## src/rtl/decode_queue_if.sv

```systemverilog
// decode_queue_if: fetch-side and issue-side handshakes of the RV32I decode queue.
interface decode_queue_if #(
    parameter int DEPTH = 4,
    parameter int PC_W  = 32
);
    logic                       in_valid;
    logic                       in_ready;
    logic [31:0]                in_inst;
    logic [PC_W-1:0]            in_pc;
    logic                       out_valid;
    logic                       out_ready;
    logic [PC_W-1:0]            out_pc;
    logic [2:0]                 out_type;
    logic [6:0]                 out_opcode;
    logic [2:0]                 out_funct3;
    logic [6:0]                 out_funct7;
    logic [4:0]                 out_rs1;
    logic [4:0]                 out_rs2;
    logic [4:0]                 out_rd;
    logic [31:0]                out_imm;
    logic                       out_illegal;
    logic [$clog2(DEPTH):0]     count;

    modport master (
        output in_valid, in_inst, in_pc, out_ready,
        input  in_ready, out_valid, out_pc, out_type, out_opcode, out_funct3, out_funct7,
               out_rs1, out_rs2, out_rd, out_imm, out_illegal, count
    );
    modport slave (
        input  in_valid, in_inst, in_pc, out_ready,
        output in_ready, out_valid, out_pc, out_type, out_opcode, out_funct3, out_funct7,
               out_rs1, out_rs2, out_rd, out_imm, out_illegal, count
    );
endinterface

```

## src/rtl/decode_queue.sv

```systemverilog
// decode_queue: RV32I decode-at-push FIFO between fetch and issue.
// Define DECODE_RV32M_EN to accept the RV32M funct7=0000001 R-type encodings.
module decode_queue #(
    parameter int DEPTH = 4,
    parameter int PC_W  = 32
) (
    input  logic          clk,
    input  logic          rst,
    input  logic          flush,
    decode_queue_if.slave q
);
    localparam int AW = $clog2(DEPTH);
    localparam int CW = AW + 1;

    typedef struct packed {
        logic [PC_W-1:0] pc;
        logic [2:0]      typ;
        logic [6:0]      opc;
        logic [2:0]      f3;
        logic [6:0]      f7;
        logic [4:0]      rs1;
        logic [4:0]      rs2;
        logic [4:0]      rd;
        logic [31:0]     imm;
        logic            ill;
    } entry_t;

    entry_t          mem_q [DEPTH];
    entry_t          ent_d;
    logic [AW-1:0]   wptr_q, wptr_d, rptr_q, rptr_d;
    logic [CW-1:0]   count_q, count_d;
    logic            push, pop, shift, m_ok;
    logic [31:0]     inst;
    logic [6:0]      opc, f7;
    logic [2:0]      f3;

    assign inst  = q.in_inst;
    assign opc   = inst[6:0];
    assign f3    = inst[14:12];
    assign f7    = inst[31:25];
    assign shift = opc == 7'b0010011 && f3[1:0] == 2'b01;
`ifdef DECODE_RV32M_EN
    assign m_ok  = f7 == 7'b0000001;
`else
    assign m_ok  = 1'b0;
`endif

    always_comb begin
        ent_d     = '0;
        ent_d.pc  = q.in_pc;
        ent_d.opc = opc;
        ent_d.f3  = f3;
        ent_d.f7  = f7;
        ent_d.rs1 = inst[19:15];
        ent_d.rs2 = inst[24:20];
        ent_d.rd  = inst[11:7];
        case (opc)
            7'b0110011: begin
                ent_d.typ = 3'd0;
                ent_d.ill = !(f7 == 7'h00 || (f7 == 7'h20 && (f3 == 3'b000 || f3 == 3'b101)) || m_ok);
            end
            7'b0000011, 7'b0010011, 7'b1100111, 7'b1110011: begin
                ent_d.typ = 3'd1;
                ent_d.rs2 = '0;
                ent_d.f7  = shift ? f7 : 7'h00;
                ent_d.imm = {{20{inst[31]}}, inst[31:20]};
                ent_d.ill = shift && !(f7 == 7'h00 || (f7 == 7'h20 && f3 == 3'b101));
            end
            7'b0100011: begin
                ent_d.typ = 3'd2;
                ent_d.rd  = '0;
                ent_d.f7  = '0;
                ent_d.imm = {{20{inst[31]}}, inst[31:25], inst[11:7]};
            end
            7'b1100011: begin
                ent_d.typ = 3'd3;
                ent_d.rd  = '0;
                ent_d.f7  = '0;
                ent_d.imm = {{19{inst[31]}}, inst[31], inst[7], inst[30:25], inst[11:8], 1'b0};
            end
            7'b1101111, 7'b0110111, 7'b0010111: begin
                ent_d.typ = opc == 7'b1101111 ? 3'd4 : 3'd5;
                ent_d.rs1 = '0;
                ent_d.rs2 = '0;
                ent_d.f3  = '0;
                ent_d.f7  = '0;
                ent_d.imm = opc == 7'b1101111 ? {{11{inst[31]}}, inst[31], inst[19:12], inst[20], inst[30:21], 1'b0}
                                              : {inst[31:12], 12'b0};
            end
            default: begin
                ent_d     = '0;
                ent_d.pc  = q.in_pc;
                ent_d.ill = 1'b1;
            end
        endcase
    end

    // Flush wins over both handshakes; nothing is written or consumed that cycle.
    assign push    = q.in_valid && q.in_ready && !flush;
    assign pop     = q.out_valid && q.out_ready && !flush;
    assign wptr_d  = flush ? '0 : wptr_q + AW'(push);
    assign rptr_d  = flush ? '0 : rptr_q + AW'(pop);
    assign count_d = flush ? '0 : count_q + CW'(push) - CW'(pop);

    always_ff @(posedge clk) begin
        if (rst) begin
            wptr_q  <= '0;
            rptr_q  <= '0;
            count_q <= '0;
            for (int i = 0; i < DEPTH; i++) mem_q[i] <= '0;
        end else begin
            wptr_q  <= wptr_d;
            rptr_q  <= rptr_d;
            count_q <= count_d;
            if (push) mem_q[wptr_q] <= ent_d;
        end
    end

    assign q.in_ready    = count_q < CW'(DEPTH);
    assign q.out_valid   = count_q != '0;
    assign q.count       = count_q;
    assign q.out_pc      = mem_q[rptr_q].pc;
    assign q.out_type    = mem_q[rptr_q].typ;
    assign q.out_opcode  = mem_q[rptr_q].opc;
    assign q.out_funct3  = mem_q[rptr_q].f3;
    assign q.out_funct7  = mem_q[rptr_q].f7;
    assign q.out_rs1     = mem_q[rptr_q].rs1;
    assign q.out_rs2     = mem_q[rptr_q].rs2;
    assign q.out_rd      = mem_q[rptr_q].rd;
    assign q.out_imm     = mem_q[rptr_q].imm;
    assign q.out_illegal = mem_q[rptr_q].ill;
endmodule

```

## src/flat_wrapper.sv

```systemverilog
// flat-port wrapper written by rule: the top's interface ports become plain ports
module decode_queue_flat 
#(
    parameter int DEPTH = 4,
    parameter int PC_W  = 32
)
  (clk, rst, flush, q_in_valid, q_in_inst, q_in_pc, q_out_ready, q_in_ready, q_out_valid, q_out_pc, q_out_type, q_out_opcode, q_out_funct3, q_out_funct7, q_out_rs1, q_out_rs2, q_out_rd, q_out_imm, q_out_illegal, q_count);
  decode_queue_if #(.DEPTH(DEPTH), .PC_W(PC_W)) q_i ();
  input  logic clk;
  input  logic rst;
  input  logic flush;
  input wire logic [$bits(q_i.in_valid)-1:0] q_in_valid;
  input wire logic [$bits(q_i.in_inst)-1:0] q_in_inst;
  input wire logic [$bits(q_i.in_pc)-1:0] q_in_pc;
  input wire logic [$bits(q_i.out_ready)-1:0] q_out_ready;
  output wire logic [$bits(q_i.in_ready)-1:0] q_in_ready;
  output wire logic [$bits(q_i.out_valid)-1:0] q_out_valid;
  output wire logic [$bits(q_i.out_pc)-1:0] q_out_pc;
  output wire logic [$bits(q_i.out_type)-1:0] q_out_type;
  output wire logic [$bits(q_i.out_opcode)-1:0] q_out_opcode;
  output wire logic [$bits(q_i.out_funct3)-1:0] q_out_funct3;
  output wire logic [$bits(q_i.out_funct7)-1:0] q_out_funct7;
  output wire logic [$bits(q_i.out_rs1)-1:0] q_out_rs1;
  output wire logic [$bits(q_i.out_rs2)-1:0] q_out_rs2;
  output wire logic [$bits(q_i.out_rd)-1:0] q_out_rd;
  output wire logic [$bits(q_i.out_imm)-1:0] q_out_imm;
  output wire logic [$bits(q_i.out_illegal)-1:0] q_out_illegal;
  output wire logic [$bits(q_i.count)-1:0] q_count;
  assign q_i.in_valid = q_in_valid;
  assign q_i.in_inst = q_in_inst;
  assign q_i.in_pc = q_in_pc;
  assign q_i.out_ready = q_out_ready;
  assign q_in_ready = q_i.in_ready;
  assign q_out_valid = q_i.out_valid;
  assign q_out_pc = q_i.out_pc;
  assign q_out_type = q_i.out_type;
  assign q_out_opcode = q_i.out_opcode;
  assign q_out_funct3 = q_i.out_funct3;
  assign q_out_funct7 = q_i.out_funct7;
  assign q_out_rs1 = q_i.out_rs1;
  assign q_out_rs2 = q_i.out_rs2;
  assign q_out_rd = q_i.out_rd;
  assign q_out_imm = q_i.out_imm;
  assign q_out_illegal = q_i.out_illegal;
  assign q_count = q_i.count;
  decode_queue #(.DEPTH(DEPTH), .PC_W(PC_W)) u_core (.clk(clk), .rst(rst), .flush(flush), .q(q_i));
endmodule
```

## config.mk

```make
export PLATFORM = sky130hd
export DESIGN_NAME = decode_queue_flat
export DESIGN_NICKNAME = d
export VERILOG_FILES = /design/src/rtl/decode_queue_if.sv /design/src/rtl/decode_queue.sv /design/src/flat_wrapper.sv
export SDC_FILE = /design/constraint.sdc
export NUM_CORES = 1
export LEC_CHECK = 0
export ABC_AREA = 1
export CELL_PAD_IN_SITES_DETAIL_PLACEMENT = 0
export CELL_PAD_IN_SITES_GLOBAL_PLACEMENT = 2
export CORE_MARGIN = 2
export CORE_UTILIZATION = 37
export CTS_CLUSTER_SIZE = 40
export DETAILED_ROUTE_END_ITERATION = 8
export GPL_TIMING_DRIVEN = 0
export HOLD_SLACK_MARGIN = 0.08
export PLACE_DENSITY = 0.84
export SLEW_MARGIN = 20
export SYNTH_ARGS = -nofsm -noshare
export SYNTH_HDL_FRONTEND = slang
export SYNTH_SLANG_ARGS = --single-unit
```

## constraint.sdc

```tcl
create_clock -name clk -period 10.8 [get_ports clk]
set_clock_uncertainty 0.1 [all_clocks]
set_input_delay 1.08 -clock clk [delete_from_list [all_inputs] [get_ports clk]]
set_output_delay 1.08 -clock clk [all_outputs]
set_load 0.01 [all_outputs]
```

==> results.sh <==
export IMPL_ff2ff_path_depth=12
export IMPL_core_area_um2=47800
export IMPL_utilization_pct=46.2
export IMPL_drt_iter0_markers=1413
export IMPL_htree_levels=2
export IMPL_syn_area_per_cell_um2=10.3
export IMPL_cts_tree="yes"
export IMPL_setup_ws_ns=5.68
export IMPL_grt_total_usage_pct=23.0
export IMPL_dp_cells=2539
export IMPL_synth_distinct_cells=32
export IMPL_globalRouteOverflowTotal=0
export IMPL_grt_pass1_wl_um=85000
export IMPL_hold_class="flop to flop"
export IMPL_critPathMaxFanout=10
export IMPL_cp_required_ns=9.62
export IMPL_vias=13700
export IMPL_path_cells="buf_2, inv_1, clkbuf_1, clkbuf_1, o21ai_0, o22ai_1, clkdlybuf4s50_1"
export IMPL_drc_errors=0
export IMPL_cap_violations=0
export IMPL_powerDensity_nw_per_um2=159
export IMPL_dp_hpwl_um=38200
export IMPL_wl_um=57800
export IMPL_crit_type="flop to output port"
export IMPL_tns_ns=0
export IMPL_die_area_um2=50300
export IMPL_num_nets_final=2042
export IMPL_clock_root_buffer="clkbuf_16"
export IMPL_p_int_uw=2730
export IMPL_hold_depth=2
export IMPL_pwr_share_comb_pct=7.2
export IMPL_timing_hold_ws_ns=0.486
export IMPL_gp_congestion=0.837
export IMPL_synth_seq_area_share_pct=67.7
export IMPL_yosysTopAreaCell="edfxtp_1"
export IMPL_fmax_mhz=195
export IMPL_cts_hold_buf=0
export IMPL_status="finished clean"
export IMPL_power_leakage_uw=0.00852
export IMPL_switching_power_uw=786
export IMPL_vias_per_cell=5.25
export IMPL_synth_top_area_share_pct=66.9
export IMPL_p_sw_share_pct=22.3
export IMPL_synth_warnings=0
export IMPL_grt_pass1_vias=13600
export IMPL_hold_viol_final=0
export IMPL_peakVddDrop_mv=0.110
export IMPL_firstDrtPassIters=5
export IMPL_crit_end="q_out_imm[0]"
export IMPL_end_kind="output port"
export IMPL_cts_resized=0
export IMPL_cp_common_cell="clkbuf_1"
export IMPL_row_count=80
export IMPL_initial_core_util_pct=37.5
export IMPL_worst_slew_pin_slew_ns=1.04
export IMPL_rrSetupSlack_ns=7.53
export IMPL_clkPwrFrac_pct=41.4
export IMPL_area_growth_pct=23.3
export IMPL_yosys_register_bits=407
export IMPL_ys_flop_type="edfxtp_1"
export IMPL_r2r_start="u_core.q.count[2]"
export IMPL_clk_pin_slew_ns=0.06
export IMPL_die_height_um=224
export IMPL_synthTopCellsByArea="edfxtp_1 67%, nor2_1 12%, o21ai_0 5.8%"
export IMPL_antenna_found_initial=2
export IMPL_slowest_stage="clkbuf_1"
export IMPL_seq_power_share_pct=51.4
export IMPL_finalSetupViolCount=0
export IMPL_place_ws_ns=6.25
export IMPL_r2r_end="u_core.mem_q[0][29]"
export IMPL_io_buffers=173
export IMPL_post_route_period_util_pct=47.4
export IMPL_synth_edff_count=400
export IMPL_io_pins=174
export IMPL_clk_latency_ns=0.56
export IMPL_post_cts_buffers=0
export IMPL_fin_cells=2618
export IMPL_relSlewSlack_pct=30.7
export IMPL_synth_nets=1808
export IMPL_layout_min_cycle_time_ns=5.12
export IMPL_syn_area_um2=17900
export IMPL_cts_sinks=407
export IMPL_max_stage_delay_ns=0.78
export IMPL_worstPathArrival_ns=3.94
export IMPL_drive_gt1_share_pct=6.50
export IMPL_cts_buffers=44
export IMPL_wl_per_cell_um=22.1
export IMPL_crit_start="u_core.rptr_q[0]"
export IMPL_start_kind="flop"
export IMPL_die_w_um=224
export IMPL_grt_max_degree=46
export IMPL_final_max_slew_viol_count=0
export IMPL_synthArstFlopShare_pct=0
export IMPL_final_antenna_net_count=0
export IMPL_cts_max_path_buffers=3
export IMPL_rsz0062_at_grt="no"
export IMPL_syn_inst=1736
[final cells by class]
class,count,area (um2)
clock buffer,55,1180
fill,4574,25700
clock inverter,22,176
antenna,2,5.00
tap,615,769
timing repair buffer,188,2010
sequential,407,12200
buffer,112,474
multi-input combinational,1087,4870
inverter,130,488
[synthesized netlist by cell type, types with 4 or more instances]
library cell,number
buf_2,25
clkbuf_1,78
nand3b_1,5
nand2_1,129
inv_1,126
nand2_2,5
buf_4,4
nor3_1,16
a21oi_1,8
buf_1,4
dfxtp_1,7
nand3_1,38
o21ai_0,209
nor2_1,553
nor2_2,5
edfxtp_1,400
o22ai_1,100
inv_2,4
[cells in the final DEF (no fill, tap or decap), types with 7 or more instances in the layout]
cell             netlist  layout
dfxtp_1                7       7
clkdlybuf4s50_1        0     173
clkbuf_1              78      86
nand3_1               38      38
nor2_1               553     553
inv_1                126     126
o21ai_0              209     209
nor3_1                16      16
edfxtp_1             400     400
nand2_1              129     126
a21oi_1                8       8
clkinv_1               0      12
buf_2                 25      25
clkbuf_16              0      45
o22ai_1              100     100
[layer usage]
metal | up-vias | routed length (um) | GRT usage, %
li1 | 6402 | - | -
met4 | 0 | 1830 | 7.11
met5 | - | 0 | 0
met3 | 96 | 4340 | 4.28
met1 | 6715 | 23900 | 30.4
met2 | 535 | 27700 | 38.4
[critical path, delay by kind of cell (launching register included)]
kind / cells / cell delay [ns]
compound gates: 2 / 0.51
buf+inv: 5 / 2.35
flops: 1 / 0.51
[kinds of logic (layout without fill, tap and decap cells)]
family	count (synthesis)	after routing	share of synthesized area, %
XOR/XNOR	2	2	0.0976
other	0	2	0
AND/OR/NAND/NOR	762	762	16.9
AO/OA/AOI/OAI	320	320	9.66
buffers and inverters	242	507	5.36
adder cells (fa/ha/maj)	3	3	0.251
flip-flops	407	407	67.7
[power by group through the flow]
| stage | Clock [uW] | Sequential (uW) | Combinational [uW] |
|---|---|---|---|
| after floorplan | 0 | 1850 | 101 |
| after global placement | 0 | 1860 | 241 |
| after detailed placement | 0 | 1840 | 257 |
| after CTS | 1480 | 1810 | 258 |
| after global routing | 1540 | 1820 | 273 |
| final | 1460 | 1810 | 255 |
[registers in the layout, indices dropped and copies added, names as in the netlist]
name	cells
u_core.mem_q	400
u_core.q.count	3
u_core.rptr_q	2
u_core.wptr_q	2
[worst min path at each step]
stage | startpoint | endpoint | slack [ns]
6_report | u_core.wptr_q[1] | u_core.wptr_q[1] | 0.49
4_1_cts | u_core.wptr_q[1] | u_core.wptr_q[1] | 0.49
2_1_floorplan | u_core.wptr_q[1] | u_core.wptr_q[1] | 0.42
5_1_grt | u_core.wptr_q[1] | u_core.wptr_q[1] | 0.51
3_3_place_gp | u_core.wptr_q[1] | u_core.wptr_q[1] | 0.47
3_5_place_dp | u_core.wptr_q[1] | u_core.wptr_q[1] | 0.48
[metrics by stage]
stage               power (uW)  area [um2]
detailed placement        2100       20800
floorplan                 1950       17900
finish                    3520       22100
global placement          2100       20400
CTS                       3540       22100
global route              3630       22100
No activity file was read; power rests on OpenSTA's default activity.
